### config.mk
export PLATFORM = sky130hd
export DESIGN_NAME = seg7_reader
export DESIGN_NICKNAME = d
export VERILOG_FILES = /design/src/rtl/seg7_pkg.sv /design/src/rtl/seg7_pattern_decode.sv /design/src/rtl/seg7_reader.sv
export SDC_FILE = /design/constraint.sdc
export NUM_CORES = 1
export LEC_CHECK = 0
export CORE_MARGIN = 2
export CORE_UTILIZATION = 51
export CTS_CLUSTER_SIZE = 14
export DETAILED_ROUTE_END_ITERATION = 12
export MAX_ROUTING_LAYER = met4
export PLACE_DENSITY = 0.81
export SLEW_MARGIN = 20
export SYNTH_ARGS = -nofsm -noshare
export SYNTH_HDL_FRONTEND = slang
export SYNTH_SLANG_ARGS = --single-unit
### constraint.sdc
create_clock -name clk -period 2.8 [get_ports clk]
set_clock_uncertainty 0.1 [all_clocks]
set_input_delay 0.42 -clock clk [delete_from_list [all_inputs] [get_ports clk]]
set_output_delay 0.42 -clock clk [all_outputs]
set_load 0.02 [all_outputs]
### src/rtl/seg7_pkg.sv
// Shared definitions for the 7-segment display chain: segment bit order,
// the canonical hex-digit segment patterns and the receiver state encoding.
// The display driver uses the same pattern constants so both ends agree.
package seg7_pkg;

   // Number of segment lines; bit0 = a ... bit6 = g, active-high.
   localparam int SEG_WIDTH = 7;

   // Bit position of each segment inside a pattern.
   typedef enum int {
      SEG_A_BIT = 0,
      SEG_B_BIT = 1,
      SEG_C_BIT = 2,
      SEG_D_BIT = 3,
      SEG_E_BIT = 4,
      SEG_F_BIT = 5,
      SEG_G_BIT = 6
   } seg_bit_e;

   // Canonical hex-digit patterns.
   localparam logic [SEG_WIDTH-1:0] SEG_0     = 7'h3F;
   localparam logic [SEG_WIDTH-1:0] SEG_1     = 7'h06;
   localparam logic [SEG_WIDTH-1:0] SEG_2     = 7'h5B;
   localparam logic [SEG_WIDTH-1:0] SEG_3     = 7'h4F;
   localparam logic [SEG_WIDTH-1:0] SEG_4     = 7'h66;
   localparam logic [SEG_WIDTH-1:0] SEG_5     = 7'h6D;
   localparam logic [SEG_WIDTH-1:0] SEG_6     = 7'h7D;
   localparam logic [SEG_WIDTH-1:0] SEG_7     = 7'h07;
   localparam logic [SEG_WIDTH-1:0] SEG_8     = 7'h7F;
   localparam logic [SEG_WIDTH-1:0] SEG_9     = 7'h6F;
   localparam logic [SEG_WIDTH-1:0] SEG_A     = 7'h77;
   localparam logic [SEG_WIDTH-1:0] SEG_B     = 7'h7C;
   localparam logic [SEG_WIDTH-1:0] SEG_C     = 7'h39;
   localparam logic [SEG_WIDTH-1:0] SEG_D     = 7'h5E;
   localparam logic [SEG_WIDTH-1:0] SEG_E     = 7'h79;
   localparam logic [SEG_WIDTH-1:0] SEG_F     = 7'h71;
   localparam logic [SEG_WIDTH-1:0] SEG_BLANK = 7'h00;

   // Pattern table indexed by digit value (entry n holds the pattern of n).
   localparam logic [15:0][SEG_WIDTH-1:0] SEG_TABLE = {
      SEG_F, SEG_E, SEG_D, SEG_C, SEG_B, SEG_A, SEG_9, SEG_8,
      SEG_7, SEG_6, SEG_5, SEG_4, SEG_3, SEG_2, SEG_1, SEG_0
   };

   // Receiver candidate-tracking states.
   typedef enum logic [1:0] {
      EMPTY    = 2'd0,   // nothing accepted since reset
      SETTLING = 2'd1,   // candidate counting towards acceptance
      LOCKED   = 2'd2    // candidate accepted and still present
   } rx_state_e;

   // Digit the driver shows after 'prev' when it counts 0..wrap_at.
   function automatic logic [3:0] next_in_seq(input logic [3:0] prev,
                                             input logic [3:0] wrap_at);
      return (prev == wrap_at) ? 4'd0 : prev + 4'd1;
   endfunction

endpackage

### src/rtl/seg7_pattern_decode.sv
// Combinational decode of a 7-segment pattern back to its hex digit.
// Patterns not in the canonical table (including blank) report valid=0.
module seg7_pattern_decode
   import seg7_pkg::*;
(
   input  logic [SEG_WIDTH-1:0] pattern,
   output logic [3:0]           digit,
   output logic                 valid
);

   // One comparator per table entry; at most one can hit since the
   // canonical patterns are all distinct.
   logic [15:0] hit;

   generate
      for (genvar gi = 0; gi < 16; gi++) begin : g_match
         assign hit[gi] = (pattern == SEG_TABLE[gi]);
      end
   endgenerate

   // Encode the single hit into a digit value.
   always_comb begin
      digit = 4'd0;
      valid = |hit;
      for (int i = 0; i < 16; i++) begin
         if (hit[i]) begin
            digit = 4'(i);
         end
      end
   end

endmodule

### src/rtl/seg7_reader.sv
// Receive side of the 7-segment display chain. Synchronises the segment
// lines, waits for a pattern to be stable for STABLE_CYCLES+1 consecutive
// samples, decodes it and checks that successive digits follow the driver's
// 0..WRAP_AT count sequence.
module seg7_reader
   import seg7_pkg::*;
#(
   parameter int STABLE_CYCLES = 4,
   parameter int WRAP_AT       = 6
)(
   input  logic                 clk,
   input  logic                 rst_n,
   input  logic [SEG_WIDTH-1:0] seg_in,
   output logic [3:0]           digit,
   output logic                 digit_valid,
   output logic                 digit_strobe,
   output logic                 blank,
   output logic                 pattern_err,
   output logic                 seq_err,
   output logic [7:0]           wrap_count
);

   localparam logic [7:0] CNT_LAST   = 8'(STABLE_CYCLES - 1);
   localparam logic [3:0] WRAP_DIGIT = 4'(WRAP_AT);

   // Synchroniser stages.
   logic [SEG_WIDTH-1:0] s1_reg, s2_reg;

   // Candidate tracking.
   logic [SEG_WIDTH-1:0] cand_reg, cand_next;
   logic [7:0]           cnt_reg, cnt_next;
   rx_state_e            state_reg, state_next;

   // Last accepted pattern; acc_any_reg makes the first accept after reset
   // always count as a change, even when the pattern is 0x00.
   logic [SEG_WIDTH-1:0] acc_pat_reg, acc_pat_next;
   logic                 acc_any_reg, acc_any_next;

   // Output and sequence-check state; digit_reg doubles as the previous
   // valid digit because it only ever changes on a valid accept.
   logic [3:0] digit_reg, digit_next;
   logic       digit_valid_reg, digit_valid_next;
   logic       blank_reg, blank_next;
   logic       prev_valid_reg, prev_valid_next;
   logic       strobe_reg, strobe_next;
   logic       pattern_err_reg, pattern_err_next;
   logic       seq_err_reg, seq_err_next;
   logic [7:0] wrap_count_reg, wrap_count_next;

   // Decode of the current candidate.
   logic [3:0] dec_digit;
   logic       dec_valid;
   logic       accept;

   seg7_pattern_decode u_decode (
      .pattern (cand_reg),
      .digit   (dec_digit),
      .valid   (dec_valid)
   );

   // Two-flop synchroniser for the asynchronous segment lines.
   always_ff @(posedge clk) begin
      if (!rst_n) begin
         s1_reg <= '0;
         s2_reg <= '0;
      end else begin
         s1_reg <= seg_in;
         s2_reg <= s1_reg;
      end
   end

   // State register for candidate tracking, accepted pattern and outputs.
   always_ff @(posedge clk) begin
      if (!rst_n) begin
         cand_reg        <= '0;
         cnt_reg         <= '0;
         state_reg       <= EMPTY;
         acc_pat_reg     <= '0;
         acc_any_reg     <= 1'b0;
         digit_reg       <= '0;
         digit_valid_reg <= 1'b0;
         blank_reg       <= 1'b0;
         prev_valid_reg  <= 1'b0;
         strobe_reg      <= 1'b0;
         pattern_err_reg <= 1'b0;
         seq_err_reg     <= 1'b0;
         wrap_count_reg  <= '0;
      end else begin
         cand_reg        <= cand_next;
         cnt_reg         <= cnt_next;
         state_reg       <= state_next;
         acc_pat_reg     <= acc_pat_next;
         acc_any_reg     <= acc_any_next;
         digit_reg       <= digit_next;
         digit_valid_reg <= digit_valid_next;
         blank_reg       <= blank_next;
         prev_valid_reg  <= prev_valid_next;
         strobe_reg      <= strobe_next;
         pattern_err_reg <= pattern_err_next;
         seq_err_reg     <= seq_err_next;
         wrap_count_reg  <= wrap_count_next;
      end
   end

   // Next-state: debounce the candidate, then act on accepted changes.
   always_comb begin
      cand_next        = cand_reg;
      cnt_next         = cnt_reg;
      state_next       = state_reg;
      acc_pat_next     = acc_pat_reg;
      acc_any_next     = acc_any_reg;
      digit_next       = digit_reg;
      digit_valid_next = digit_valid_reg;
      blank_next       = blank_reg;
      prev_valid_next  = prev_valid_reg;
      strobe_next      = 1'b0;
      pattern_err_next = 1'b0;
      seq_err_next     = 1'b0;
      wrap_count_next  = wrap_count_reg;
      accept           = 1'b0;

      // Any change of the synchronised sample restarts the count, whatever
      // the current state.
      if (s2_reg != cand_reg) begin
         cand_next  = s2_reg;
         cnt_next   = 8'd0;
         state_next = SETTLING;
      end else if (state_reg == SETTLING) begin
         if (cnt_reg == CNT_LAST) begin
            state_next = LOCKED;
            accept     = 1'b1;
         end else begin
            cnt_next = cnt_reg + 8'd1;
         end
      end

      // Re-accepting the already accepted pattern (glitch that returned)
      // leaves every output untouched.
      if (accept && (!acc_any_reg || (cand_reg != acc_pat_reg))) begin
         acc_pat_next = cand_reg;
         acc_any_next = 1'b1;
         if (dec_valid) begin
            if (prev_valid_reg) begin
               if ((dec_digit != next_in_seq(digit_reg, WRAP_DIGIT)) ||
                   (dec_digit > WRAP_DIGIT)) begin
                  seq_err_next = 1'b1;
               end
               if ((digit_reg == WRAP_DIGIT) && (dec_digit == 4'd0)) begin
                  wrap_count_next = wrap_count_reg + 8'd1;
               end
            end
            digit_next       = dec_digit;
            digit_valid_next = 1'b1;
            blank_next       = 1'b0;
            prev_valid_next  = 1'b1;
            strobe_next      = 1'b1;
         end else if (cand_reg == SEG_BLANK) begin
            blank_next       = 1'b1;
            digit_valid_next = 1'b0;
            prev_valid_next  = 1'b0;
         end else begin
            pattern_err_next = 1'b1;
            digit_valid_next = 1'b0;
            blank_next       = 1'b0;
            prev_valid_next  = 1'b0;
         end
      end
   end

   assign digit        = digit_reg;
   assign digit_valid  = digit_valid_reg;
   assign digit_strobe = strobe_reg;
   assign blank        = blank_reg;
   assign pattern_err  = pattern_err_reg;
   assign seq_err      = seq_err_reg;
   assign wrap_count   = wrap_count_reg;

endmodule
; After elaboration in Yosys (flattened, before gate mapping)
; Index checks and enable logic that the tools add are counted.
[totals]
regBits = 56
latchBits = 0
ram_bits = 0
romBits = 0
output_inout_bits = 17
mem_count = 0
[classes]
n_addsub = 3
n_mul = 0
div_mod_pow = 0
magnitude_cmp = 1
eq_ne = 22
n_shift = 0
mux = 27
n_bitwise = 3
n_reduce_logical = 19
[op_table]
columns = operator, n
row1 = "7-bit == test, second input constant", 12
row2 = 4-bit two-way mux, 9
row3 = 18-bit OR reduction, 1
row4 = "8-bit by 1-bit adder with 8-bit output, second input constant", 2
row5 = 16-bit OR reduction, 1
row6 = "7-bit by 3-bit == test with 1-bit output, second input constant", 2
row7 = "7-bit by 6-bit == test with 1-bit output, second input constant", 2
row8 = 7-bit != test, 2
row9 = 1-bit two-way mux, 12
row10 = 3-bit two-way mux, 4
row11 = 2-bit AND reduction, 5
row12 = "8-bit by 2-bit == test with 1-bit output, second input constant", 1
row13 = 4-bit AND reduction, 2
row14 = 7-bit zero test, 1
row15 = "4-bit by 1-bit adder with 4-bit output, second input constant", 1
row16 = "4-bit by 3-bit == test with 1-bit output, second input constant", 1
row17 = "4-bit by 3-bit > comparator with 1-bit output, second input constant", 1
row18 = 4-bit zero test, 1
row19 = 2-bit two-way mux, 2
row20 = 4-bit != test, 1
row21 = 2-bit nonzero test, 2
row22 = 1-bit NOT, 3
row23 = "2-bit by 1-bit == test with 1-bit output, second input constant", 1
row24 = 1-bit logical AND, 2
row25 = other kinds (3), 4

; Depth between registers and ports, before layout
[depth]
word_depth = 19
ltp_mapped = 10

; Cells and area by module
; From an unflattened synthesis, not the netlist that was laid out.
[hier_totals]
hier_cells = 301
hier_area_um2 = 2732.6
[by_module_without_submodules]
columns = module, instances, cells_each, area_each_um2
row1 = seg7_reader, 1, 247, 2333.5
row2 = seg7_pattern_decode, 1, 54, 399.1

; Least setup slack after synthesis
; OpenSTA, ideal clock, no wires.
[synth_timing]
path_type = register to register
startpoint = register cnt_reg[0]
endpoint = register wrap_count_reg[5], in the netlist wrap_count[5]
arrival_ns = 2.838
required_time_ns = 2.570
slack_ns = -0.268
path_stages_with_launch = 10
period_less_slack_ns = 3.068
path_cell_list = dfxtp_1 -> ha_1 -> or4b_4 -> nand4bb_4 -> nor3_4 -> o21ai_4 -> or4_4 -> buf_6 -> o311ai_4 -> o41ai_2
[synth_between]
elab_chain_len = 6
[synth_lines]
columns = item, line_no
row1 = from (decl), seg7_reader.sv:31  ; logic [7:0] cnt_reg, cnt_next;
row2 = from (signal assigned), seg7_reader.sv:90  ; cnt_reg <= cnt_next;
row3 = 8-bit by 2-bit == test with 1-bit output, seg7_reader.sv:129  ; if (cnt_reg == CNT_LAST) begin
row4 = 1-bit two-way mux, seg7_reader.sv:129
row5 = 1-bit two-way mux, seg7_reader.sv:128  ; end else if (state_reg == SETTLING) begin
row6 = 1-bit two-way mux, seg7_reader.sv:124  ; if (s2_reg != cand_reg) begin
row7 = 1-bit logical AND, seg7_reader.sv:139  ; if (accept && (!acc_any_reg || (cand_reg != acc_pat_reg))) begin
row8 = 4-bit AND reduction (no line), n/a
row9 = to (signal assigned), seg7_reader.sv:101  ; wrap_count_reg <= wrap_count_next;
row10 = to (decl), seg7_reader.sv:48  ; logic [7:0] wrap_count_reg, wrap_count_next;
; No other way between the ends.
; A chain may end at the register's enable or synchronous reset.

; Worst setup path after layout
[layout_timing]
startpoint = register cnt_reg[0]
endpoint = register wrap_count_reg[1], in the netlist wrap_count[1]
; The elaborated chain is that of the path after synthesis.

==> flow_summary.json <==
{
  "outcome": "completed",
  "nNetsFinal": 335,
  "setup.worst_path.start_class": "flip-flop",
  "synth-async-reset-ratio": 0,
  "power_per_cell_area_nw_per_um2": 464,
  "fin_hold_ws_ns": 0.339,
  "grt_pass1_wl_microns": 8810,
  "min_delay_path_depth": 1,
  "detailed_place_hpwl_microns": 3590,
  "wl_met2_microns": 2590,
  "yosysSeqAreaShare": 0.421,
  "dr_wl_met3_microns": 213,
  "netlist_area_sq_um": 2660,
  "antenna_cells": 0,
  "synth_top_area_cell": "dfxtp_1",
  "grt.total_usage": 0.187,
  "fin_util": 0.643,
  "p_leak_nw": 1.19,
  "clk_latency_ns": 0.31,
  "timing.max_slew.rel_slack": 0.564,
  "port_buffers": 25,
  "layout_common_cells": "dfxtp_1, nor2_1, clkdlybuf4s50_1",
  "reg2regPathDepth": 9,
  "die_area_sq_um": 5810,
  "period_minus_slack_ns": 2.75,
  "critPathCaptureType": "flip-flop",
  "cts_tree": "built",
  "fin_setup_tns_ns": 0,
  "crit_fanout": 6,
  "die_height_microns": 76.3,
  "synth_cell_types": 54,
  "std_cell_rows": 26,
  "fin_crit_sh": 0.983,
  "num_io_pins": 26,
  "ant_nets": 0,
  "drtIter0Drc": 191,
  "cts_made_buffers": 5,
  "ir_drop_mv": 0.369,
  "wl_microns": 5220,
  "final_common_cell": "dfxtp_1",
  "synthFlopType": "dfxtp_1",
  "cp.arrival_ns": 2.82,
  "yosys-top-cells-area": "dfxtp_1, xnor2_1, and2_1",
  "synthToLayoutAreaGrowth_pct": 22.5,
  "ys_warn_count": 0,
  "fmax_mhz": 363,
  "post-place-ws_ns": -0.0608,
  "finalSetupViolations": 0,
  "crit_required_ns": 2.87,
  "syn-num-nets": 303,
  "first_pass_iters": 4,
  "routed_via_density": 5.46,
  "drv_cap": 0,
  "num_vias": 2150,
  "worst_pin_slew_ns": 0.654,
  "antenna_found_initial": 0,
  "worst_slack_ns": 0.0471,
  "rrSetupSlack_ns": 0.05,
  "remaining_drc_errors": 0,
  "chipWidth_microns": 76.3,
  "avgSynthCellArea_sq_um": 9.12,
  "stdcell_area_sq_um": 3260,
  "finalHoldViolations": 0,
  "place_area_sq_um": 3060,
  "synth_top_area_frac": 0.421,
  "cts_sinks": 56,
  "grt_start_max_net_pins": 33,
  "path_clk_slew_ns": 0.09,
  "hold_path_class": "reg -> reg",
  "post_drt_wl_per_cell_microns": 13.2,
  "gp_congestion": 0.832,
  "grt_overflow": 0,
  "initial_core_util": 0.525,
  "topRoutingLayerUsed": "met4",
  "rsz0062_at_grt": "yes",
  "wl_met1_microns": 2360,
  "worst-setup-path-type": "reg -> reg",
  "fp.coreArea_sq_um": 5070,
  "h-tree-depth": 2,
  "netlist_instances": 292,
  "synth_edf_count": 0,
  "ys_ff_latch": 56,
  "first_global_vias": 1951,
  "slew_violations": 0,
  "cts_root_buffer": "clkbuf_8",
  "drive_above_1_share": 0.133,
  "cts_buffer_depth": 2
}
-- cells by family (layout without fill, tap and decap cells) --
family,count (synthesis),count (layout),synth area share
adder cells (fa/ha/maj),2,2,0.00940
buffers and inverters,25,57,0.0381
multiplexers,12,12,0.0451
AND/OR/NAND/NOR,135,135,0.289
flip-flops,56,56,0.421
AO/OA/AOI/OAI,36,36,0.112
XOR/XNOR,26,26,0.0855
-- area by class of cell --
cell class / count / area [sq um]
fillers: 436 / 1810
flip-flops and latches: 56 / 1130
clock buffers: 5 / 68.8
repair buffers: 44 / 400
well taps: 70 / 87.6
inverters: 6 / 22.5
multi-input cells: 211 / 1490
clock inverters: 2 / 60.1
-- repair_timing --
item                       CTS  global route
buffers inserted             0             3
resized for setup            1             9
hold buffers                 0             0
pin swaps                    1             7
setup endpoints to repair    4             7
-- Yosys cell counts (3+ instances only) --
library cell	n
nor2_1	34
nand3_1	18
o21ai_0	3
xnor2_1	19
o21bai_1	3
mux2i_1	12
nand4_1	6
and2_1	23
clkbuf_1	18
dfxtp_1	56
inv_1	6
a211oi_1	3
a21oi_1	6
nor4_1	6
nand2_1	17
nand2b_1	6
nor3_1	3
xor2_1	7
-- layer usage --
layer  GRT usage  up-vias
li1            -     1075
met3      0.0379        6
met5           -        -
met4      0.0455        0
met1       0.233     1021
met2       0.313       48
-- critical path: stages (launching register included) --
cell and delay [ns]:
dfxtp_4 0.37, ha_4 0.13, or4b_4 0.46, nand4bb_4 0.24, nor3_4 0.24, o21ai_4 0.08
or4_4 0.63, buf_6 0.18, mux2i_1 0.14, nor2_1 0.06
-- metrics by stage --
step,power (mW),instances
floorplan,0.897,292
global placement,0.924,384
detailed placement,0.927,384
CTS,1.52,391
global route,1.56,394
finish,1.51,394
-- power breakdown --
group	switching (mW)	total, mW	leakage [nW]	internal (mW)
sequential	0.0128	0.822	0.457	0.809
combinational	0.0445	0.0852	0.670	0.0407
clock	0.254	0.606	0.0642	0.352
-- path summary, 6_finish.rpt --
path                            startpoint             to
worst min-delay path             s1_reg[3]      s2_reg[3]
worst max register to register  cnt_reg[0]  wrap_count[1]
worst max-delay path            cnt_reg[0]  wrap_count[1]
worst min register to register   s1_reg[3]      s2_reg[3]
Note: power is estimated with default switching activity, not from simulation.
